$ cat src/rtl/audio_clip_player.sv
// Clip playback engine: streams one sample-ROM clip at a fixed sample rate and
// turns each 8-bit sample into a mono PWM bit, pulsing playback_complete at the end.
module audio_clip_player #(
  parameter int ADDR_W     = 14,
  parameter int SAMPLE_DIV = 12500,
  parameter logic [ADDR_W-1:0] CLIP1_BASE = ADDR_W'(0),
  parameter logic [ADDR_W-1:0] CLIP1_LEN  = ADDR_W'(2000),
  parameter logic [ADDR_W-1:0] CLIP2_BASE = ADDR_W'(2000),
  parameter logic [ADDR_W-1:0] CLIP2_LEN  = ADDR_W'(6000),
  parameter logic [ADDR_W-1:0] CLIP3_BASE = ADDR_W'(8000),
  parameter logic [ADDR_W-1:0] CLIP3_LEN  = ADDR_W'(8000)
) (
  input  logic              Clk,
  input  logic              reset_rtl_0,
  input  logic              en,
  input  logic [1:0]        audio_select,
  output logic [ADDR_W-1:0] rom_addr,
  input  logic [7:0]        rom_data,
  output logic              leftsound,
  output logic              rightsound,
  output logic              playback_complete
);

  localparam int DIV_W = (SAMPLE_DIV > 1) ? $clog2(SAMPLE_DIV) : 1;
  localparam logic [DIV_W-1:0] DIV_LAST = DIV_W'(SAMPLE_DIV - 1);
  // ROM data for the current address is on the bus during the div==1 cycle
  localparam logic [DIV_W-1:0] DIV_LOAD = DIV_W'(1);

  typedef enum logic [1:0] {
    ST_IDLE = 2'd0,
    ST_PLAY = 2'd1,
    ST_DONE = 2'd2
  } state_t;

  state_t            state_r;
  state_t            state_next_s;
  logic              start_s;
  logic              run_s;
  logic              wrap_s;
  logic              finish_s;
  logic [ADDR_W-1:0] sel_base_s;
  logic [ADDR_W-1:0] sel_len_s;
  logic [ADDR_W-1:0] base_r;
  logic [ADDR_W-1:0] len_r;
  logic [ADDR_W-1:0] idx_r;
  logic [ADDR_W-1:0] rom_addr_r;
  logic [DIV_W-1:0]  div_r;
  logic [7:0]        pwm_cnt_r;
  logic [7:0]        sample_r;
  logic              pwm_r;
  logic              complete_r;

  assign rom_addr          = rom_addr_r;
  assign leftsound         = pwm_r;
  assign rightsound        = pwm_r;
  assign playback_complete = complete_r;

  // Clip table lookup for the requested select value
  always_comb begin
    sel_base_s = {ADDR_W{1'b0}};
    sel_len_s  = {ADDR_W{1'b0}};
    case (audio_select)
      2'b01: begin
        sel_base_s = CLIP1_BASE;
        sel_len_s  = CLIP1_LEN;
      end
      2'b10: begin
        sel_base_s = CLIP2_BASE;
        sel_len_s  = CLIP2_LEN;
      end
      2'b11: begin
        sel_base_s = CLIP3_BASE;
        sel_len_s  = CLIP3_LEN;
      end
      default: begin
        sel_base_s = {ADDR_W{1'b0}};
        sel_len_s  = {ADDR_W{1'b0}};
      end
    endcase
  end

  // State register
  always_ff @(posedge Clk or negedge reset_rtl_0) begin
    if (!reset_rtl_0) begin
      state_r <= ST_IDLE;
    end else begin
      state_r <= state_next_s;
    end
  end

  // Next-state logic; an abort (en low) takes priority over end of clip
  always_comb begin
    state_next_s = state_r;
    start_s      = 1'b0;
    run_s        = 1'b0;
    wrap_s       = 1'b0;
    finish_s     = 1'b0;
    case (state_r)
      ST_IDLE: begin
        if (en && (audio_select != 2'b00)) begin
          start_s = 1'b1;
          if (sel_len_s == {ADDR_W{1'b0}}) begin
            state_next_s = ST_DONE;
          end else begin
            state_next_s = ST_PLAY;
          end
        end else begin
          state_next_s = ST_IDLE;
        end
      end
      ST_PLAY: begin
        if (!en) begin
          state_next_s = ST_IDLE;
        end else if (div_r == DIV_LAST) begin
          wrap_s = 1'b1;
          if (idx_r == (len_r - ADDR_W'(1))) begin
            finish_s     = 1'b1;
            state_next_s = ST_DONE;
          end else begin
            run_s        = 1'b1;
            state_next_s = ST_PLAY;
          end
        end else begin
          run_s        = 1'b1;
          state_next_s = ST_PLAY;
        end
      end
      ST_DONE: begin
        if (!en) begin
          state_next_s = ST_IDLE;
        end else begin
          state_next_s = ST_DONE;
        end
      end
      default: begin
        state_next_s = ST_IDLE;
      end
    endcase
  end

  // Datapath: clip addressing, sample timing, sample capture and PWM
  always_ff @(posedge Clk or negedge reset_rtl_0) begin
    if (!reset_rtl_0) begin
      base_r     <= {ADDR_W{1'b0}};
      len_r      <= {ADDR_W{1'b0}};
      idx_r      <= {ADDR_W{1'b0}};
      rom_addr_r <= {ADDR_W{1'b0}};
      div_r      <= {DIV_W{1'b0}};
      pwm_cnt_r  <= 8'd0;
      sample_r   <= 8'd0;
      pwm_r      <= 1'b0;
      complete_r <= 1'b0;
    end else if (start_s) begin
      base_r     <= sel_base_s;
      len_r      <= sel_len_s;
      idx_r      <= {ADDR_W{1'b0}};
      rom_addr_r <= sel_base_s;
      div_r      <= {DIV_W{1'b0}};
      pwm_cnt_r  <= 8'd0;
      sample_r   <= 8'd0;
      pwm_r      <= 1'b0;
      complete_r <= (sel_len_s == {ADDR_W{1'b0}});
    end else if (run_s) begin
      pwm_cnt_r  <= pwm_cnt_r + 8'd1;
      pwm_r      <= (pwm_cnt_r < sample_r);
      complete_r <= 1'b0;
      if (div_r == DIV_LOAD) begin
        sample_r <= rom_data;
      end
      if (wrap_s) begin
        div_r      <= {DIV_W{1'b0}};
        idx_r      <= idx_r + ADDR_W'(1);
        rom_addr_r <= base_r + idx_r + ADDR_W'(1);
      end else begin
        div_r <= div_r + DIV_W'(1);
      end
    end else begin
      pwm_r      <= 1'b0;
      complete_r <= finish_s;
    end
  end

endmodule

$ cat config.mk
export PLATFORM = sky130hd
export DESIGN_NAME = audio_clip_player
export DESIGN_NICKNAME = d
export VERILOG_FILES = /design/src/rtl/audio_clip_player.sv
export SDC_FILE = /design/constraint.sdc
export NUM_CORES = 1
export LEC_CHECK = 0
export ABC_AREA = 1
export CORE_UTILIZATION = 40
export CTS_CLUSTER_DIAMETER = 80
export DETAILED_ROUTE_END_ITERATION = 8
export PLACE_DENSITY_LB_ADDON = 0.15
export SLEW_MARGIN = 20
export SYNTH_ARGS = -nofsm -noshare
export SYNTH_HDL_FRONTEND = slang
export SYNTH_SLANG_ARGS = --single-unit
$ cat constraint.sdc
create_clock -name Clk -period 5.7 [get_ports Clk]
set_input_delay 0.855 -clock Clk [delete_from_list [all_inputs] [get_ports Clk]]
set_output_delay 0.855 -clock Clk [all_outputs]
set_load 0.02 [all_outputs]
**Yosys cells after proc, flatten, opt, wreduce, memory -nomap -nowiden**

Index checks and enable logic that the tools add are counted.

- Register bits after elaboration: 90
- Latch bits: 0
- Memory bits (writable): 0
- ROM bits: 0
- Input bits: 13
- Output and inout bits: 17
- Word-level logic and storage cells: 74
- Memories: 0

- $add $sub $neg: 6
- $mul: 0
- Div/mod/pow operators: 0
- Magnitude comparators: 1
- Equality and inequality tests: 8
- Shifts and indexed selects: 0
- Mux-type cells: 40
- Bitwise logic cells: 0
- Reduce and logical (&&, ||, !) cells: 9

Operator list:

| operator | count |
|---|---|
| $mux 14 | 9 |
| $add 14x1->14 const B | 3 |
| $mux 8 | 5 |
| $pmux 13 s3 | 1 |
| $pmux 13 s2 | 1 |
| $mux 1 | 17 |
| $add 14x14->14 | 1 |
| $eq 14x1->1 const B | 1 |
| $eq 14x14->1 | 1 |
| $eq 14x14->1 const B | 1 |
| $logic_not 14->1 | 1 |
| $sub 14x1->14 const B | 1 |
| $mux 2 | 6 |
| $add 8x1->8 const B | 1 |
| $lt 8x8->1 | 1 |
| $reduce_bool 2->1 | 4 |
| $eq 2x2->1 const B | 3 |
| $pmux 2 s3 | 1 |
| $eq 2x1->1 const B | 2 |
| $reduce_and 2->1 | 2 |
| $logic_not 2->1 | 1 |
| $logic_and 1x1->1 | 1 |

**Logic depth before layout (Yosys ltp)**

- Depth in word-level cells: 8
- Gate-level depth with buffers: 16

**Worst setup path before layout**

No wires, ideal clock.

- Path kind: input -> register
- Start point: in audio_select[0]
- End point: reg idx_r[2]
- Setup time: 65 ps
- Data arrival time: 2182 ps
- Slack: 3452 ps
- Stages on the path: 9
- Cell sequence: inv_1 -> ha_1 -> nor4_1 -> inv_1 -> nand2_1 -> buf_2 -> buf_2 -> nand3_1 -> nand2_1

- Cells in the longest elaborated chain, start to end: 6

Ends and longest elaborated chain:

| element | RTL line | RTL |
|---|---|---|
| start: declaration | 16 | `input logic [1:0] audio_select,` |
| $reduce_bool 2->1 (*) | 100 | `if (en && (audio_select != 2'b00)) begin` |
| $logic_and 1x1->1 (*) | 100 |  |
| $mux 1 (*) | 100 |  |
| $mux 1 (*) | 98 | `case (state_r)` |
| $reduce_bool 2->1 (no line) | -- |  |
| $reduce_and 2->1 (no line) | -- |  |
| end signal: assignment | 146 | `idx_r <= {ADDR_W{1'b0}};` |
| end signal: assignment | 156 | `idx_r <= {ADDR_W{1'b0}};` |
| end signal: assignment | 172 | `idx_r <= idx_r + ADDR_W'(1);` |
| end: declaration | 45 | `logic [ADDR_W-1:0] idx_r;` |

Every way passes the cells marked *; elsewhere a longest branch is shown, timed or not.
A chain may end at the register's enable or synchronous reset.

**Worst setup path after layout**

- Start point: in audio_select[0]
- End point: reg rom_addr_r[4] (netlist: rom_addr[4])

- Cells in the longest elaborated chain, start to end: 6

Ends and longest elaborated chain:

| element | RTL line | RTL |
|---|---|---|
| $reduce_bool 2->1 | 100 |  |
| $logic_and 1x1->1 | 100 |  |
| $mux 1 | 100 |  |
| $mux 1 | 98 |  |
| $reduce_bool 2->1 (no line) | -- |  |
| $reduce_and 2->1 (no line) | -- |  |
| end signal: assignment | 147 | `rom_addr_r <= {ADDR_W{1'b0}};` |
| end signal: assignment | 157 | `rom_addr_r <= sel_base_s;` |
| end signal: assignment | 173 | `rom_addr_r <= base_r + idx_r + ADDR_W'(1);` |
| end: declaration | 46 | `logic [ADDR_W-1:0] rom_addr_r;` |

Parallel ways exist; a longest one is shown, timed or not.

==> run_results.csv <==
group,metric,value,unit
sta,fin_crit,3.50,ns
hold_path,min_from,"rom_addr[11]",
worst_setup_path,slowest_delay,0.59,ns
route,routedWlPerCell,13.6,µm
route,drtIter0Drc,195,
hold_path,hold_end,"rom_addr[11]",
sta,tns,0,ns
synthesis,ys_ff_latch,65,
clock_tree,cts-root-buf,"clkbuf_16",
route,wirelength,11000,µm
placed_design,hpwl,8000,µm
sta,rsz0062_at_grt,"false",
sta,final_max_slew_viol_count,0,
sta,skew,0.00573,ns
clock_tree,htree_levels,3,
placed_design,portBuffers,29,
worst_setup_path,r2r_start,"idx_r[0]",
synthesis,yosysWarningCount,0,
worst_setup_path,r2r_setup_slack,2.89,ns
hold_path,min_path_type,"reg2reg",
worst_setup_path,worstSetupStartpointType,"input pin",
sta,hold_viol,0,
floorplan,io_pins,30,
sta,worstMarginPinSlew,0.842,ns
route,drtPass1Iterations,4,
sta,slew_headroom,0.439,
worst_setup_path,ff2ff_path_depth,13,
pwr,p_leak,2.58,nW
worst_setup_path,crit_type,"in2reg",
synthesis,synth.area.top_cells,"dfrtp_1 (36%), nand2_1 (17%), nand3_1 (6.8%)",
pwr,cellPowerDensity,349,nW/µm²
synthesis,syn_area,4510,µm²
worst_setup_path,crit_fanout,55,
worst_setup_path,r2r_end,"rom_addr[4]",
global_routing,grt_pass1_vias,3994,
floorplan,num_rows,38,
clock_tree,cts_buffers,9,
worst_setup_path,critPathSlowestCell,"nand2_4",
layout,drive_gt1_frac,0.0386,
floorplan,initial_core_util,0.412,
sta,min_period_over_period,0.613,
clock_tree,clkTransAtPathRegs,0.05,ns
worst_setup_path,required,5.92,ns
synthesis,synth_edf_count,0,
clock_tree,cts-hold-fix-buffers,0,
placed_design,pre_cts_ws,1.80,ns
synthesis,synth.distinct_cells,33,
sta,timing.final.ws_setup,2.20,ns
route,final_antenna_net_count,0,
global_routing,overflow,0,
route,vias,4098,
flow_run,maxCapViolCount,0,
layout,diodes,0,
clock_tree,postCtsSetupRepairBufs,0,
floorplan,core,10900,µm²
worst_setup_path,worstSetupEndpointType,"flip-flop",
layout,multi_input_area,2480,µm²
route,drc_errors,0,
floorplan,die_x,108,µm
global_routing,grt_pass1_wl,19200,µm
synthesis,yosysMostFrequentCell,"nand2_1",
clock_tree,cts_tree,"yes",
layout,area_growth,13.5,%
placed_design,routabilityCongestion,0.937,
clock_tree,cts.sinks,65,
synthesis,syn-num-nets,688,
synthesis,synth_async_sr_flop_share,1.00,
floorplan,dieArea,11700,µm²
synthesis,yosysTopAreaCell,"dfrtp_1",
pwr,peakVddDrop,136,µV
route,routed_via_density,5.04,
hold_path,hold_path_depth,2,
global_routing,grt_usage,0.212,
clock_tree,worstSkewPairLatency,0.34,ns
floorplan,die_h,108,µm
synthesis,synthFlopType,"dfrtp_1",
layout,regArea,1630,µm²
layout,nNetsFinal,708,
sta,max_freq,286,MHz
global_routing,antenna_found_initial,0,
synthesis,syn_avg_cell_area,6.93,µm²
sta,setup_violations,0,
synthesis,syn_inst,651,
layout,nFillCells,1122,
synthesis,synth-seq-area-share,0.361,
synthesis,yosys.area.top_type_share,0.361,
clock_tree,cts_buffer_depth,2,
clock_tree,cts_resized,0,
worst_setup_path,arrival,3.72,ns
worst_setup_path,crit_path_cell_trace,"clkdlybuf4s50_1 > inv_1 > ha_1 > nor4_2 > buf_4 > inv_1 > nand2_4 > nand2_4 > nand2_1 > nand2_1",
outcome,outcome,"finished clean",
synthesis,synth_common_cells,"nand2_1 (200), inv_1 (74), nor2_1 (73), dfrtp_1 (65), nand3_1 (61)",
global_routing,grt_max_degree,66,
[worst max-delay path: cells and delay by family]
kind	cells	cell delay, ns
buf+inv	4	1.44
simple gates	5	1.18
fa+ha+maj	1	0.20
[power by group]
group | leakage [nW] | internal, W | total [W] | switching, W
combinational | 1.59 | 0.000250 | 0.000622 | 0.000372
clock | 0.124 | 0.000298 | 0.000495 | 0.000197
sequential | 0.872 | 0.000560 | 0.000668 | 0.000107
total | 2.58 | 0.00111 | 0.00179 | 0.000676
[cell usage in the layout (no fill, tap or decap), drive strengths merged]
| cell | instances |
|---|---|
| nand3 | 63 |
| nand2 | 204 |
| nand4 | 12 |
| clkdlybuf4s50 | 28 |
| a31oi | 2 |
| a21oi | 14 |
| a21o | 1 |
| nor3 | 22 |
| o22ai | 1 |
| o21ai | 31 |
| xor2 | 26 |
| buf | 4 |
| ha | 24 |
| dfrtp | 65 |
| a21boi | 1 |
| o21bai | 1 |
| nor4 | 3 |
| o211ai | 1 |
| clkinv | 1 |
| clkbuf | 12 |
| or2 | 2 |
| nand3b | 1 |
| xnor2 | 5 |
| nor2 | 75 |
| inv | 74 |
[state kept, by name (all words and copies together), names as in the netlist]
signal and flops:
base_r 1, sample_r 8, div_r 14, playback_complete 1, len_r 6, state_r 2
rom_addr 10, idx_r 14, pwm_cnt_r 8, leftsound 1
[worst max path at each step]
stage,start,endpoint,depth (start not counted)
5_1_grt,audio_select[0],idx_r[12],10
2_1_floorplan,audio_select[0],idx_r[2],9
3_5_place_dp,audio_select[0],rom_addr[4],10
4_1_cts,audio_select[0],rom_addr[4],10
6_report,audio_select[0],rom_addr[4],10
3_3_place_gp,audio_select[0],rom_addr[4],10
[metal layers]
metal  up-vias  GRT usage  wire length [µm]  share of wire
met5         -          0                 0              0
met4         0     0.0969               293          0.027
met3        26     0.0398               436          0.039
met2        75      0.344              5170           0.47
met1      1883      0.272              5140           0.47
li1       2114          -                 -              -
[kinds of logic (layout without fill, tap and decap cells)]
group	count (synthesis)	count (layout)	share of synthesized area
XOR/XNOR	31	31	0.0602
buffers and inverters	97	119	0.0913
AND/OR/NAND/NOR	382	382	0.361
adder cells (fa/ha/maj)	24	24	0.0666
AO/OA/AOI/OAI	52	52	0.0608
flip-flops	65	65	0.361
[stage by stage]
step	utilization	instances	hold slack [ns]	cell area (µm²)	power [W]
2_1_floorplan	-	651	0.461	4510	0.00110
3_3_place_gp	0.445	800	0.457	4870	0.00129
3_5_place_dp	0.445	800	0.459	4870	0.00130
4_1_cts	0.468	813	0.473	5120	0.00180
5_1_grt	0.468	813	0.500	5120	0.00193
6_report	0.468	813	0.472	5120	0.00179
[final cells by class]
cell class	instances	share of cell area
multi-input cells	489	0.484
flip-flops and latches	65	0.318
repair buffers	32	0.0601
inverters	74	0.0543
clock buffers	12	0.0482
well taps	140	0.0342
clock inverters	1	0.000978
(Power assumes the default switching activity.)
